## src/rtl/seg7_pkg.sv

```systemverilog
// Shared types and constants for the multiplexed 7-segment message scanner.
package seg7_pkg;

   typedef enum logic [1:0] {
      MODE_STATIC = 2'b00,
      MODE_SCROLL = 2'b01,
      MODE_BLINK  = 2'b10,
      MODE_RSVD   = 2'b11
   } mode_e;

   localparam logic [5:0] CODE_BLANK = 6'd63;
   localparam logic [5:0] CODE_DASH  = 6'd42;

   localparam logic [6:0] SEG_BLANK = 7'b0000000;
   localparam logic [6:0] SEG_DASH  = 7'b1000000;

   // The reserved encoding behaves as static, so it is folded in before any mode compare.
   function automatic mode_e mode_norm(input logic [1:0] m);
      case (m)
         2'b01:   return MODE_SCROLL;
         2'b10:   return MODE_BLINK;
         default: return MODE_STATIC;
      endcase
   endfunction

endpackage

```

## src/rtl/seg7_glyph.sv

```systemverilog
// Character code to segment pattern decode; pattern bit0=a .. bit6=g, active-high.
module seg7_glyph
   import seg7_pkg::*;
(
   input  logic [5:0] code,
   output logic [6:0] seg
);

   always_comb begin
      seg = SEG_DASH;
      case (code)
         6'd0:  seg = 7'h3F;
         6'd1:  seg = 7'h06;
         6'd2:  seg = 7'h5B;
         6'd3:  seg = 7'h4F;
         6'd4:  seg = 7'h66;
         6'd5:  seg = 7'h6D;
         6'd6:  seg = 7'h7D;
         6'd7:  seg = 7'h07;
         6'd8:  seg = 7'h7F;
         6'd9:  seg = 7'h6F;
         6'd10: seg = 7'h77;
         6'd11: seg = 7'h7C;
         6'd12: seg = 7'h39;
         6'd13: seg = 7'h5E;
         6'd14: seg = 7'h79;
         6'd15: seg = 7'h71;
         // Letters: A b C c d E F g H h I i J L n O o P q r S t U u y degree
         6'd16: seg = 7'h77;
         6'd17: seg = 7'h7C;
         6'd18: seg = 7'h39;
         6'd19: seg = 7'h58;
         6'd20: seg = 7'h5E;
         6'd21: seg = 7'h79;
         6'd22: seg = 7'h71;
         6'd23: seg = 7'h6F;
         6'd24: seg = 7'h76;
         6'd25: seg = 7'h74;
         6'd26: seg = 7'h06;
         6'd27: seg = 7'h04;
         6'd28: seg = 7'h1E;
         6'd29: seg = 7'h38;
         6'd30: seg = 7'h54;
         6'd31: seg = 7'h3F;
         6'd32: seg = 7'h5C;
         6'd33: seg = 7'h73;
         6'd34: seg = 7'h67;
         6'd35: seg = 7'h50;
         6'd36: seg = 7'h6D;
         6'd37: seg = 7'h78;
         6'd38: seg = 7'h3E;
         6'd39: seg = 7'h1C;
         6'd40: seg = 7'h6E;
         6'd41: seg = 7'h63;
         CODE_BLANK: seg = SEG_BLANK;
         default: seg = SEG_DASH;
      endcase
   end

endmodule

```

## src/rtl/seg7_scan.sv

```systemverilog
// Message buffer plus digit scanner for a multiplexed 7-segment display with
// static, scrolling and blinking presentation.
module seg7_scan
   import seg7_pkg::*;
#(
   parameter int NDIGITS   = 4,
   parameter int BUF_DEPTH = 8,
   parameter int SCAN_DIV  = 4,
   parameter int STEP_DIV  = 8
) (
   input  logic                         clk_2,
   input  logic                         reset,
   input  logic                         wr_en,
   input  logic [5:0]                   wr_data,
   input  logic                         clear,
   input  logic [1:0]                   mode,
   output logic [$clog2(BUF_DEPTH):0]   count,
   output logic                         full,
   output logic [NDIGITS-1:0]           dig_sel,
   output logic [6:0]                   seg
);

   localparam int AW = $clog2(BUF_DEPTH);
   localparam int CW = AW + 1;
   localparam int DW = (NDIGITS > 1) ? $clog2(NDIGITS) : 1;
   localparam int SW = (SCAN_DIV > 1) ? $clog2(SCAN_DIV) : 1;
   localparam int TW = (STEP_DIV > 1) ? $clog2(STEP_DIV) : 1;
   localparam int IW = CW + 4;

   localparam logic [DW-1:0] DIG_LAST  = DW'(NDIGITS - 1);
   localparam logic [SW-1:0] SCAN_LOAD = SW'(SCAN_DIV - 1);
   localparam logic [TW-1:0] STEP_LOAD = TW'(STEP_DIV - 1);

   logic [5:0]         mem_q [BUF_DEPTH];
   logic [CW-1:0]      count_q, count_d;
   logic               full_q, full_d;
   logic [CW-1:0]      base_q, base_d;
   logic [SW-1:0]      scan_q, scan_d;
   logic [DW-1:0]      digit_q, digit_d;
   logic [TW-1:0]      step_q, step_d;
   logic               phase_q, phase_d;
   mode_e              mode_q, mode_d;
   logic [NDIGITS-1:0] dig_sel_q, dig_sel_d;
   logic [6:0]         seg_q, seg_d;

   mode_e         mode_cur;
   logic          mode_chg, wr_ok, scan_tc, frame_tick, step_tc, show;
   logic [IW-1:0] rd_idx;
   logic [5:0]    code_sel;
   logic [6:0]    glyph;

   // Scan and step timers are down-counters; terminal count at zero marks the wrap.
   always_comb begin
      mode_cur   = mode_norm(mode);
      mode_d     = mode_cur;
      mode_chg   = (mode_cur != mode_q);
      wr_ok      = wr_en && !full_q && !clear;
      scan_tc    = (scan_q == '0);
      frame_tick = scan_tc && (digit_q == DIG_LAST);
      step_tc    = frame_tick && (step_q == '0);

      count_d = count_q;
      if (clear)      count_d = '0;
      else if (wr_ok) count_d = count_q + CW'(1);
      full_d = (count_d == CW'(BUF_DEPTH));

      scan_d  = scan_tc ? SCAN_LOAD : scan_q - 1'b1;
      digit_d = digit_q;
      if (scan_tc) digit_d = (digit_q == DIG_LAST) ? '0 : digit_q + 1'b1;

      step_d = step_q;
      if (frame_tick) step_d = step_tc ? STEP_LOAD : step_q - 1'b1;
      phase_d = phase_q ^ step_tc;

      base_d = base_q;
      if (mode_cur == MODE_SCROLL && step_tc && count_q != '0)
         base_d = (base_q + CW'(1) == count_q) ? '0 : base_q + CW'(1);
      if (mode_chg) begin
         step_d  = STEP_LOAD;
         phase_d = 1'b0;
         base_d  = '0;
      end
      if (clear || (wr_ok && count_q == '0)) base_d = '0;

      // Display uses next-cycle base/phase so a new step lands together with digit 0.
      rd_idx = IW'(digit_d);
      if (mode_cur == MODE_SCROLL) begin
         rd_idx = IW'(base_d) + IW'(digit_d);
         for (int i = 0; i < NDIGITS; i++)
            if (rd_idx >= IW'(count_q)) rd_idx = rd_idx - IW'(count_q);
      end
      show     = (count_q != '0) && (rd_idx < IW'(count_q));
      code_sel = show ? mem_q[rd_idx[AW-1:0]] : CODE_BLANK;

      dig_sel_d = NDIGITS'(1) << digit_d;
      seg_d     = (mode_cur == MODE_BLINK && phase_d) ? SEG_BLANK : glyph;
   end

   seg7_glyph u_glyph (
      .code (code_sel),
      .seg  (glyph)
   );

   always_ff @(posedge clk_2) begin
      if (reset) begin
         count_q   <= '0;
         full_q    <= 1'b0;
         base_q    <= '0;
         scan_q    <= SCAN_LOAD;
         digit_q   <= '0;
         step_q    <= STEP_LOAD;
         phase_q   <= 1'b0;
         mode_q    <= mode_cur;
         dig_sel_q <= NDIGITS'(1);
         seg_q     <= SEG_BLANK;
      end else begin
         count_q   <= count_d;
         full_q    <= full_d;
         base_q    <= base_d;
         scan_q    <= scan_d;
         digit_q   <= digit_d;
         step_q    <= step_d;
         phase_q   <= phase_d;
         mode_q    <= mode_d;
         dig_sel_q <= dig_sel_d;
         seg_q     <= seg_d;
      end
   end

   // Storage is deliberately not reset; entries at or above count are never shown.
   always_ff @(posedge clk_2) begin
      if (!reset && wr_ok) mem_q[count_q[AW-1:0]] <= wr_data;
   end

   assign count   = count_q;
   assign full    = full_q;
   assign dig_sel = dig_sel_q;
   assign seg     = seg_q;

endmodule

```

## config.mk

```make
export PLATFORM = sky130hd
export DESIGN_NAME = seg7_scan
export DESIGN_NICKNAME = d
export VERILOG_FILES = /design/src/rtl/seg7_pkg.sv /design/src/rtl/seg7_glyph.sv /design/src/rtl/seg7_scan.sv
export SDC_FILE = /design/constraint.sdc
export NUM_CORES = 1
export LEC_CHECK = 0
export ABC_AREA = 1
export CORE_UTILIZATION = 45
export CTS_CLUSTER_SIZE = 30
export DETAILED_ROUTE_END_ITERATION = 12
export DONT_BUFFER_PORTS = 1
export SLEW_MARGIN = 20
export SYNTH_ARGS = -nofsm -noshare
export SYNTH_HDL_FRONTEND = slang
export SYNTH_SLANG_ARGS = --single-unit
export TNS_END_PERCENT = 1
```

## constraint.sdc

```tcl
create_clock -name clk_2 -period 27.2 [get_ports clk_2]
set_input_delay 1.36 -clock clk_2 [delete_from_list [all_inputs] [get_ports clk_2]]
set_output_delay 1.36 -clock clk_2 [all_outputs]
set_load 0.01 [all_outputs]
```

* Yosys cells after proc, flatten, opt, wreduce, memory -nomap -nowiden
Memories as Yosys holds them, arrays and structs flattened. A register that Yosys moved wholly into a read port is not among the register bits.
Cells that the tools add are included.
** Storage, ports and cells
- Latch bits :: 0
- Input port bits :: 12
- Memories kept :: 2
- Logic and storage cells :: 79
- Bits in read-only memories :: 448
- Register bits after elaboration :: 23
- Output and inout port bits :: 16
- RAM bits :: 48
** Cells by class
- Reduce and logical (&&, ||, !) cells :: 21
- Mux-type cells :: 22
- Equality and inequality tests :: 8
- $add $sub $neg :: 10
- $mul :: 0
- Divide/modulo/power cells :: 0
- Shift operators :: 1
- Magnitude comparators :: 5
- Bitwise gates (word level) :: 1
** Memories
- (no name shown) :: depth 64, width 7, rd ports 1, clocked after memory_dff 1, write ports 0, RTL line seg7_glyph.sv:11 : case (code)
- mem_q :: depth 8, width 6, rd ports 1, clocked after memory_dff 0, write ports 1, RTL line seg7_scan.sv:34 : logic [5:0] mem_q [BUF_DEPTH];
** Operator list (number)
- 8-bit two-way mux :: 8
- 8-bit by 4-bit >= comparator with 1-bit output :: 3
- 4-bit two-way mux :: 6
- 8-bit by 4-bit subtractor with 8-bit output :: 3
- 1-bit logical AND :: 10
- 4-bit by 1-bit adder with 4-bit output, second input constant :: 2
- 8-bit by 4-bit < comparator with 1-bit output :: 1
- 2-bit == test, second input constant :: 3
- 6-bit two-way mux :: 1
- 2-bit OR reduction :: 3
- 5-bit by 4-bit subtractor with 6-bit output :: 1
- 4-bit by 2-bit adder with 5-bit output :: 1
- 5-bit by 4-bit >= comparator with 1-bit output :: 1
- 2-bit by 1-bit == test with 1-bit output, second input constant :: 2
- 4-bit == test :: 1
- 4-bit == test, second input constant :: 1
- 4-bit zero test :: 1
- 2-bit two-way mux :: 2
- 2-bit case mux with 2 select lines :: 1
- 4-bit nonzero test :: 1
- 1-bit by 2-bit left shift with 4-bit output, first input constant :: 1
- 1-bit zero test :: 3
- 3-bit zero test :: 1
- 1-bit two-way mux :: 3
- 8 further kinds :: 8

* Longest topological paths before layout
Gate-level depths: netlist (run 1).
- Word-level depth :: 24
- Gate-level depth with buffers :: 69

* Modules after synthesis
Synthesis (run 1) repeated with hierarchy kept, for this count alone.
** Unflattened totals
- Cells, all modules :: 704
- Area total of the unflattened synthesis :: 5432.7 sq um
** By module, submodules not included
- seg7_scan :: area each 4799.6 sq um, instances 1, sequential area each 2042.0 sq um, cells an instance 575
- seg7_glyph :: area each 633.1 sq um, instances 1, sequential area each 0.0 sq um, cells an instance 129

* Worst setup path after synthesis (run 1)
Ideal clock, no wire load.
- Path type :: input to register
- Start point :: in mode[0]
- End point :: reg seg_q[6], in the netlist seg[6]
- Cell stages on the path :: 60
- Data arrival time :: 10.089 ns
- Path buffers :: 0
- Data required time :: 27.064 ns
- Setup slack :: 16.975 ns
- Cells stage by stage :: inv_1 -> nor2_2 -> inv_2 -> nor3_2 -> o21ai_0 -> nand2_1 -> inv_1 -> ha_1 -> fa_1 -> xor2_1 -> inv_1 -> ha_1 -> nand2_1 -> o21ai_0 -> nor2_1 -> inv_1 -> nor2_1 -> inv_1 -> [24 not listed] -> nor2_8 -> nand2_4 -> o21ai_0 -> nand3_2 -> inv_1 -> ha_1 -> a21o_1 -> nor2_1 -> nand2b_1 -> a21oi_4 -> inv_4 -> nor2_1 -> ha_1 -> nand2_1 -> a21oi_1 -> nand2_1 -> nand3_1 -> a21oi_1
** Between the ends
- Longest elaborated chain between the ends :: 24
- Elaborated cells between the ends (all ways) :: 35
- Those cells by class :: 5 x add/sub; 5 x order compare; 5 x eq/ne; 14 x mux; 5 x reduce/logical; 1 x memory
** Ends and longest elaborated chain
- from (decl) :: RTL line seg7_scan.sv:16 : input logic [1:0] mode,
- 2-bit == test / 2-bit by 1-bit == test with 1-bit output (equally long branches) :: RTL line seg7_pkg.sv:19 : case (m)
- 2-bit case mux with 2 select lines * :: RTL line seg7_pkg.sv:19
- 2-bit by 1-bit == test with 1-bit output :: RTL line seg7_scan.sv:76 : if (mode_cur == MODE_SCROLL && step_tc && count_q != '0)
- 1-bit logical AND (2 in series) :: RTL line seg7_scan.sv:76
- 4-bit two-way mux :: RTL line seg7_scan.sv:76
- 4-bit two-way mux * :: RTL line seg7_scan.sv:78 : if (mode_chg) begin
- 4-bit two-way mux * :: RTL line seg7_scan.sv:83 : if (clear || (wr_ok && count_q == '0)) base_d = '0;
- named net base_d[0] :: RTL line seg7_scan.sv:37 : logic [CW-1:0] base_q, base_d;
- [8 not listed]
- 8-bit two-way mux * :: RTL line seg7_scan.sv:90 : if (rd_idx >= IW'(count_q)) rd_idx = rd_idx - IW'(count_q);
- 8-bit two-way mux * :: RTL line seg7_scan.sv:87 : if (mode_cur == MODE_SCROLL) begin
- 8-bit by 4-bit subtractor with 8-bit output / 8-bit by 4-bit >= comparator with 1-bit output (equally long branches) :: RTL line seg7_scan.sv:90
- 8-bit two-way mux * :: RTL line seg7_scan.sv:90
- 8-bit two-way mux * :: RTL line seg7_scan.sv:87
- 8-bit by 4-bit < comparator with 1-bit output :: RTL line seg7_scan.sv:92 : show = (count_q != '0) && (rd_idx < IW'(count_q));
- 1-bit logical AND :: RTL line seg7_scan.sv:92
- 6-bit two-way mux * :: RTL line seg7_scan.sv:93 : code_sel = show ? mem_q[rd_idx[AW-1:0]] : CODE_BLANK;
- to (decl) :: RTL line seg7_scan.sv:44 : logic [6:0] seg_q, seg_d;
The timed path passes the listed nets; every way through them passes the cells marked *. The select of a mux whose other input is x is not followed.
A chain may end at the register's enable or synchronous reset.

* Worst setup path in the final report (run 1)
Ends and elaborated chain as after synthesis.

==> key figures, run 1 <==
Pwr
  • Comb pwr share: 47.1%
  • Lkg Pwr: 2.55 nW
  • Peak supply drop: 0.0451 mV
  • Power after layout: 465 µW
  • Switch Pwr: 201 µW
  • Sequential Power Share: 28.1%
  • Sw Ratio: 43.2%
  • Clk pwr share: 24.8%
  • Power per Cell Area: 79.9 nW/µm²
  • Internal power: 264 µW

Floorplanning
  • Core Rows: 39
  • # IOs: 28
  • Chip width: 112 µm
  • Initial Utilization: 46.8%
  • Core area: 11,600 µm²
  • Die Area: between 10,000 and 15,000 µm²
  • Die H: 112 µm

Synthesis
  • Synth Warn #: 0
  • Yosys reg bits: 78
  • Synth Area per Inst: 7.88 µm²
  • Mapped Nets: 744
  • Cell area after synthesis: 5440 µm²
  • Post-synthesis sequential area ratio: 37.5%
  • Mapped Cells: 690
  • Library cells used by synthesis: 47

Outcome
  • Violated checks: design-rule violations
  • Run status: finished with violations

Drt
  • DRT antenna net count: 0
  • Via count: 4,529
  • Drt wl/cell: ~15 µm
  • Vias per cell: ~5.4
  • WL final: between 10,000 and 15,000 µm
  • Drt first pass iters: 11
  • Iter 0 DRT Violations: ~350
  • DR DRC count: 1

Timing
  • Slew @ Worst Pin: 1.05 ns
  • Final worst setup slack: 15.38 ns
  • Final setup TNS: 0 ns
  • Fin Clk Skew: 0.00572 ns
  • Max Fclk: around 85 MHz
  • Rel. slew slack: 29.7%
  • Final setup violation count: 0
  • Final Max Tran Viols: 0
  • Final Critical Period: 11.82 ns
  • RSZ-0062 raised after global routing: no
  • Fin crit share: 43.5%
  • Fin. Hold Viols: 0
  • Final Hold Slack: ~0.39 ns

Critical path
  • Largest stage delay, worst path: 0.49 ns
  • CP top delay family: simple AND/OR/NAND/NOR gates
  • Setup CP Type: in2reg
  • Most common cell type on the critical path: inv_1
  • CP endpoint kind: flop
  • Crit path arrival time: around 12 ns
  • Data required, critical path: between 20 and 30 ns
  • Slowest cell on crit path: nor2_2
  • Crit path buf inv count: 14
  • Critical path peak fanout: 12
  • Crit path launch type: input port

Final layout
  • Nets: between 700 and 800
  • Finished Layout Cells: 839
  • Syn-to-layout area delta: 7.09%
  • Fillers: 1,101
  • Layout cell share with drive strength beyond 1: around a tenth
  • Antenna fix cells: 0

Clock network
  • Hold_buf cts: 0
  • Clk slew on worst S/H paths: 0.06 ns
  • Post-CTS sizing: 0
  • Bufs on Longest Clock Path: 2
  • Sink Count: approximately 80
  • CTS tree: done
  • H-tree Lvls: 3
  • Post-CTS Setup Bufs: 0
  • CTS root buffer: clkbuf_16
  • Cts bufs inserted: 9
  • Clock latency on the worst-skew pair: 0.35 ns

GRT
  • First-pass GRT wire length: around 22,000 µm
  • Initial antenna violation count: 0
  • Grt ovf: 0
  • Largest net degree at the start of global routing: 19
  • Vias in the first global route: 4,529
  • Combined global-route utilization of all metal layers: between 20% and 30%

Place
  • HPWL after detailed placement: 9630 µm
  • IO Port Bufs: 0
  • Worst slack, placed: 15.14 ns
  • Placer Congestion: around 0.9
  • Placed cells: around 820

Flow run
  • Max-cap violations: 0

Min path
  • Worst hold path class: reg2reg
synth_stat cells (all sizes together):
cell type,number,area (µm²)
or2,2,12.5
clkinv,1,3.75
nand2,197,830
o21a,1,7.51
o2111a,1,11.3
buf,8,75.1
clkbuf,2,11.3
nor2,55,270
edfxtp,48,1440
o21bai,1,11.3
ha,37,463
a21oi,32,171
inv,82,310
a211o,1,8.76
nand3,117,656
xnor2,5,43.8
nand3b,1,7.51
o211ai,3,22.5
fa,5,100
nand4,7,43.8
nor3,7,40.0
a21o,1,7.51
a31oi,1,6.26
and2,1,6.26
nand2b,1,6.26
nor4,1,6.26
a22oi,1,7.51
dfxtp,30,601
o21ai,33,188
xor2,8,70.1
per-layer routing:
| layer | vias up | routed length [µm] | global-route usage, % |
|---|---|---|---|
| met5 | - | 0 | 0 |
| met4 | 0 | 351 | 10.2 |
| met2 | 109 | 6190 | 36.8 |
| met1 | 2086 | 5780 | 27.5 |
| li1 | 2308 | - | - |
| met3 | 26 | 590 | 5.44 |
cells by family after synthesis:
family,after synthesis,share of synthesized area (%)
AOI/OAI and AO/OA,75,8.12
xor gates and xnor gates,13,2.09
adders and majority gates,42,10.4
buffers and inverters,93,7.36
DFF,78,37.5
and+or+nand+nor,389,34.5
registers in the layout, summed over array words and instances (netlist names), 3 cells and up:
signal	count
step_q	3
mem_q	48
base_q	4
dig_sel	4
seg	7
count	4
power by group through the flow:
stage | Sequential [mW] | Clock (mW) | Combinational, mW
after global routing | 0.131 | 0.122 | 0.249
after floorplan | 0.133 | 0 | 0.182
after CTS | 0.131 | 0.117 | 0.220
final | 0.131 | 0.116 | 0.219
after global placement | 0.133 | 0 | 0.215
after detailed placement | 0.133 | 0 | 0.219
final cells by class:
cell class | instances | area, µm² | area share, %
Multi-Input combinational cell | 519 | 3010 | 51.6
Sequential cell | 78 | 2040 | 35.1
Inverter | 83 | 314 | 5.39
Clock buffer | 9 | 225 | 3.87
Tap cell | 143 | 179 | 3.07
Clock inverter | 7 | 57.6 | 0.988
cells in the final DEF (no fill, tap or decap), types with 9 or more instances in the layout:
master / count
nand3_2: 9
nor2_1: 43
a21oi_1: 31
edfxtp_1: 48
nand2_1: 177
nand3_1: 106
inv_1: 77
ha_1: 37
clkbuf_16: 9
o21ai_0: 24
dfxtp_1: 30
nand2_2: 12
through the flow:
| step | utilization (%) | cell area (µm²) |
|---|---|---|
| floorplan | - | 5440 |
| global placement | 47.6 | 5530 |
| detailed placement | 47.7 | 5540 |
| CTS | 50.2 | 5820 |
| global route | 50.2 | 5820 |
| finish | 50.2 | 5820 |
path summary, 6_finish.rpt:
kind,start,to,slack [ns],cells after the start
min,scan_q[0],scan_q[0],0.39,1
max,mode[0],seg[6],15.38,59
min reg2reg,scan_q[0],scan_q[0],0.39,1
max reg2reg,count[1],seg[6],15.43,60
Note: power is estimated with default switching activity, not from simulation.
==> inputs of run 2 (changes only) <==
Clock period 27.2 ns to 11.75 ns, I/O delays scaled along.
==> run 2 against run 1 <==
  * The flow still finishes with violations (design-rule violations)
  * Critical path depth increased by 5
  * Hold slack lost 0.085 ns
  * Combinational power up 140%
  * Register-to-register slack worse by 14 ns
  * Die area is the same
  * Sequential power rose by 130%
  * Count of clock-buffer cells in the layout is the same
  * Highest routed layer unchanged
==> key figures, run 2 (synthesized netlist as in run 1, its figures left out) <==
GRT
  • Grt ovf: 0 (unchanged)
  • Vias in the first global route: 4,662 (was 4,529)
  • Combined global-route utilization of all metal layers: 22.8% (was 22.3%)
  • Largest net degree at the start of global routing: 19 (unchanged)
  • First-pass GRT wire length: 22,400 µm (was 21,900 µm)
  • Initial antenna violation count: 0 (unchanged)

Timing
  • Final Hold Slack: 0.305 ns (was 0.389 ns)
  • Rel. slew slack: 42.3% (was 29.7%)
  • Fin crit share: 90.7%
  • RSZ-0062 raised after global routing: no (unchanged)
  • Final setup violation count: 0 (unchanged)
  • Final Critical Period: around 11 ns
  • Slew @ Worst Pin: 0.860 ns (was 1.05 ns)
  • Fin Clk Skew: 0.00813 ns (was 0.00572 ns)
  • Final Max Tran Viols: 0 (unchanged)
  • Final worst setup slack: 1.10 ns (was 15.38 ns)
  • Fin. Hold Viols: 0 (unchanged)
  • Max Fclk: between 90 and 100 MHz
  • Final setup TNS: 0 ns (unchanged)

Clock network
  • Bufs on Longest Clock Path: 2 (unchanged)
  • Clk slew on worst S/H paths: 0.06 ns (about the same)
  • CTS root buffer: clkbuf_16 (unchanged)
  • Post-CTS sizing: 0 (unchanged)
  • Hold_buf cts: 0 (unchanged)
  • Post-CTS Setup Bufs: 0 (unchanged)
  • Sink Count: 78 (unchanged)
  • Cts bufs inserted: 9 (unchanged)
  • H-tree Lvls: 3 (unchanged)
  • CTS tree: done (unchanged)
  • Clock latency on the worst-skew pair: 0.35 ns (about the same)

Floorplanning
  • Core Rows: 39 (unchanged)
  • # IOs: 28 (unchanged)
  • Core area: 11,600 µm² (unchanged)
  • Chip width: 112 µm (unchanged)
  • Die Area: 12,500 µm² (unchanged)
  • Die H: 112 µm (unchanged)
  • Initial Utilization: 46.8% (unchanged)

Pwr
  • Switch Pwr: 472 µW (was 201 µW)
  • Power per Cell Area: 185 nW/µm² (was 79.9 nW/µm²)
  • Sequential Power Share: 27.7% (was 28.1%)
  • Internal power: 615 µW (was 264 µW)
  • Peak supply drop: 0.0677 mV (was 0.0451 mV)
  • Comb pwr share: 47.7% (was 47.1%)
  • Sw Ratio: 43.4% (was 43.2%)
  • Power after layout: 1.09 mW (was 465 µW)
  • Clk pwr share: 24.6% (was 24.8%)
  • Lkg Pwr: 2.56 nW (was 2.55 nW)

Min path
  • Worst Min Path Start: reset (was scan_q[0])
  • Worst hold path class: in2reg (was reg2reg)

Critical path
  • Data required, critical path: 11.94 ns (was 27.40 ns)
  • RR Startpoint: count[1] (unchanged)
  • Setup CP Type: reg2reg (was in2reg)
  • Crit path launch: count[1] (was mode[0])
  • Largest stage delay, worst path: 0.44 ns (was 0.49 ns)
  • Most common cell type on the critical path: inv_1 (unchanged)
  • CP endpoint: seg[1] (was seg[6])
  • Critical path peak fanout: 10 (was 12)
  • CP endpoint kind: flop (unchanged)
  • Crit path arrival time: 10.85 ns (was 12.02 ns)
  • Slowest cell on crit path: fa_1 (was nor2_2)
  • Reg2Reg Setup Slack: 1.10 ns (was 15.43 ns)
  • Worst Reg2Reg Path Length in Cells: 64 (was 60)
  • RR Endpoint: seg[1] (was seg[6])
  • Crit path launch type: flop (was input port)

Flow run
  • Max-cap violations: 0 (unchanged)

Drt
  • Drt first pass iters: 9 (was 11)
  • Drt wl/cell: 15.7 µm (was 15.4 µm)
  • Vias per cell: 5.53 (was 5.40)
  • Iter 0 DRT Violations: 340 (was 354)
  • DR DRC count: 1 (unchanged)
  • WL final: 13,200 µm (was 12,900 µm)
  • Via count: 4,660 (was 4,529)
  • DRT antenna net count: 0 (unchanged)

Final layout
  • Layout cell share with drive strength beyond 1: 11.9% (was 10.6%)
  • Antenna fix cells: 0 (unchanged)
  • Finished Cell Area: 5860 µm² (was 5820 µm²)
  • Commonest non-fill, non-tap cell in the layout: nand2_1 (unchanged)
  • Syn-to-layout area delta: 7.75% (was 7.09%)
  • Commonest non-fill, non-tap cells in the layout: nand2_1 (177), nand3_1 (106), inv_1 (75), edfxtp_1 (48), nor2_1 (41) (was nand2_1 (177), nand3_1 (106), inv_1 (77), edfxtp_1 (48), nor2_1 (43))
  • Max reg flops: 48 (unchanged)
  • Nets: 748 (was 745)

Outcome
  • Violated checks: design-rule violations (unchanged)
  • Run status: finished with violations (unchanged)

Place
  • Worst slack, placed: 0.552 ns (was 15.14 ns)
  • HPWL after detailed placement: 9750 µm (was 9630 µm)
  • DP Area: 5560 µm² (was 5540 µm²)
  • IO Port Bufs: 0 (unchanged)
  • Placer Congestion: 0.859 (was 0.896)
## run 2: cell count changes in the layout (fill, tap and decap cells not counted), moves of 2 or more
cell,before,now
buf_4,0,3
inv_1,77,75
nor2_1,43,41
nor2_2,7,9
## run 2: worst max-delay path: cells and delay by family (launching register included)
kind | cells | cell delay [ns]
AO/OA/AOI/OAI | 12 | 2.12
buffers and inverters | 15 | 1.56
AND/OR/NAND/NOR | 27 | 3.33
flip-flops | 1 | 0.37
XOR/XNOR | 1 | 0.17
adder cells (fa/ha/maj) | 9 | 2.92
## run 2: worst min path at each step
stage           endpoint  slack (ns)  cells past startpoint
5_1_grt         count[2]        0.30                      1
3_3_place_gp   scan_q[0]        0.37                      1
2_1_floorplan  scan_q[0]        0.37                      1
6_report        count[2]        0.30                      1
4_1_cts        base_q[0]        0.29                      1
3_5_place_dp   scan_q[0]        0.38                      1
## run 2: layer usage
metal | track usage, % | up-vias | share of wire, %
met4 | 9.24 | 0 | 2.3
met2 | 37.9 | 158 | 48
met1 | 28.2 | 2159 | 43
met5 | 0 | - | 0
li1 | - | 2316 | -
met3 | 6.04 | 27 | 6.4
## run 2: cell type report
cell class | instances | area, µm²
clock buffers | 9 | 225
clock inverters | 7 | 58.8
fillers | 1108 | 5750
inverters | 83 | 318
multi-input cells | 519 | 3010
flip-flops and latches | 78 | 2040
well taps | 143 | 179
repair buffers | 3 | 22.5
## run 2: per-stage QoR
| step | std cells | util [%] |
|---|---|---|
| 2_1_floorplan | 690 | - |
| 3_3_place_gp | 826 | 47.8 |
| 3_5_place_dp | 826 | 47.9 |
| 4_1_cts | 842 | 50.4 |
| 5_1_grt | 842 | 50.5 |
| 6_report | 842 | 50.5 |
## run 2: power groups by stage
stage	clock network [mW]	logic (mW)	registers (mW)
detailed placement	0	0.515	0.307
finish	0.268	0.518	0.301
global placement	0	0.503	0.307
global route	0.284	0.581	0.301
floorplan	0	0.422	0.307
CTS	0.274	0.516	0.301
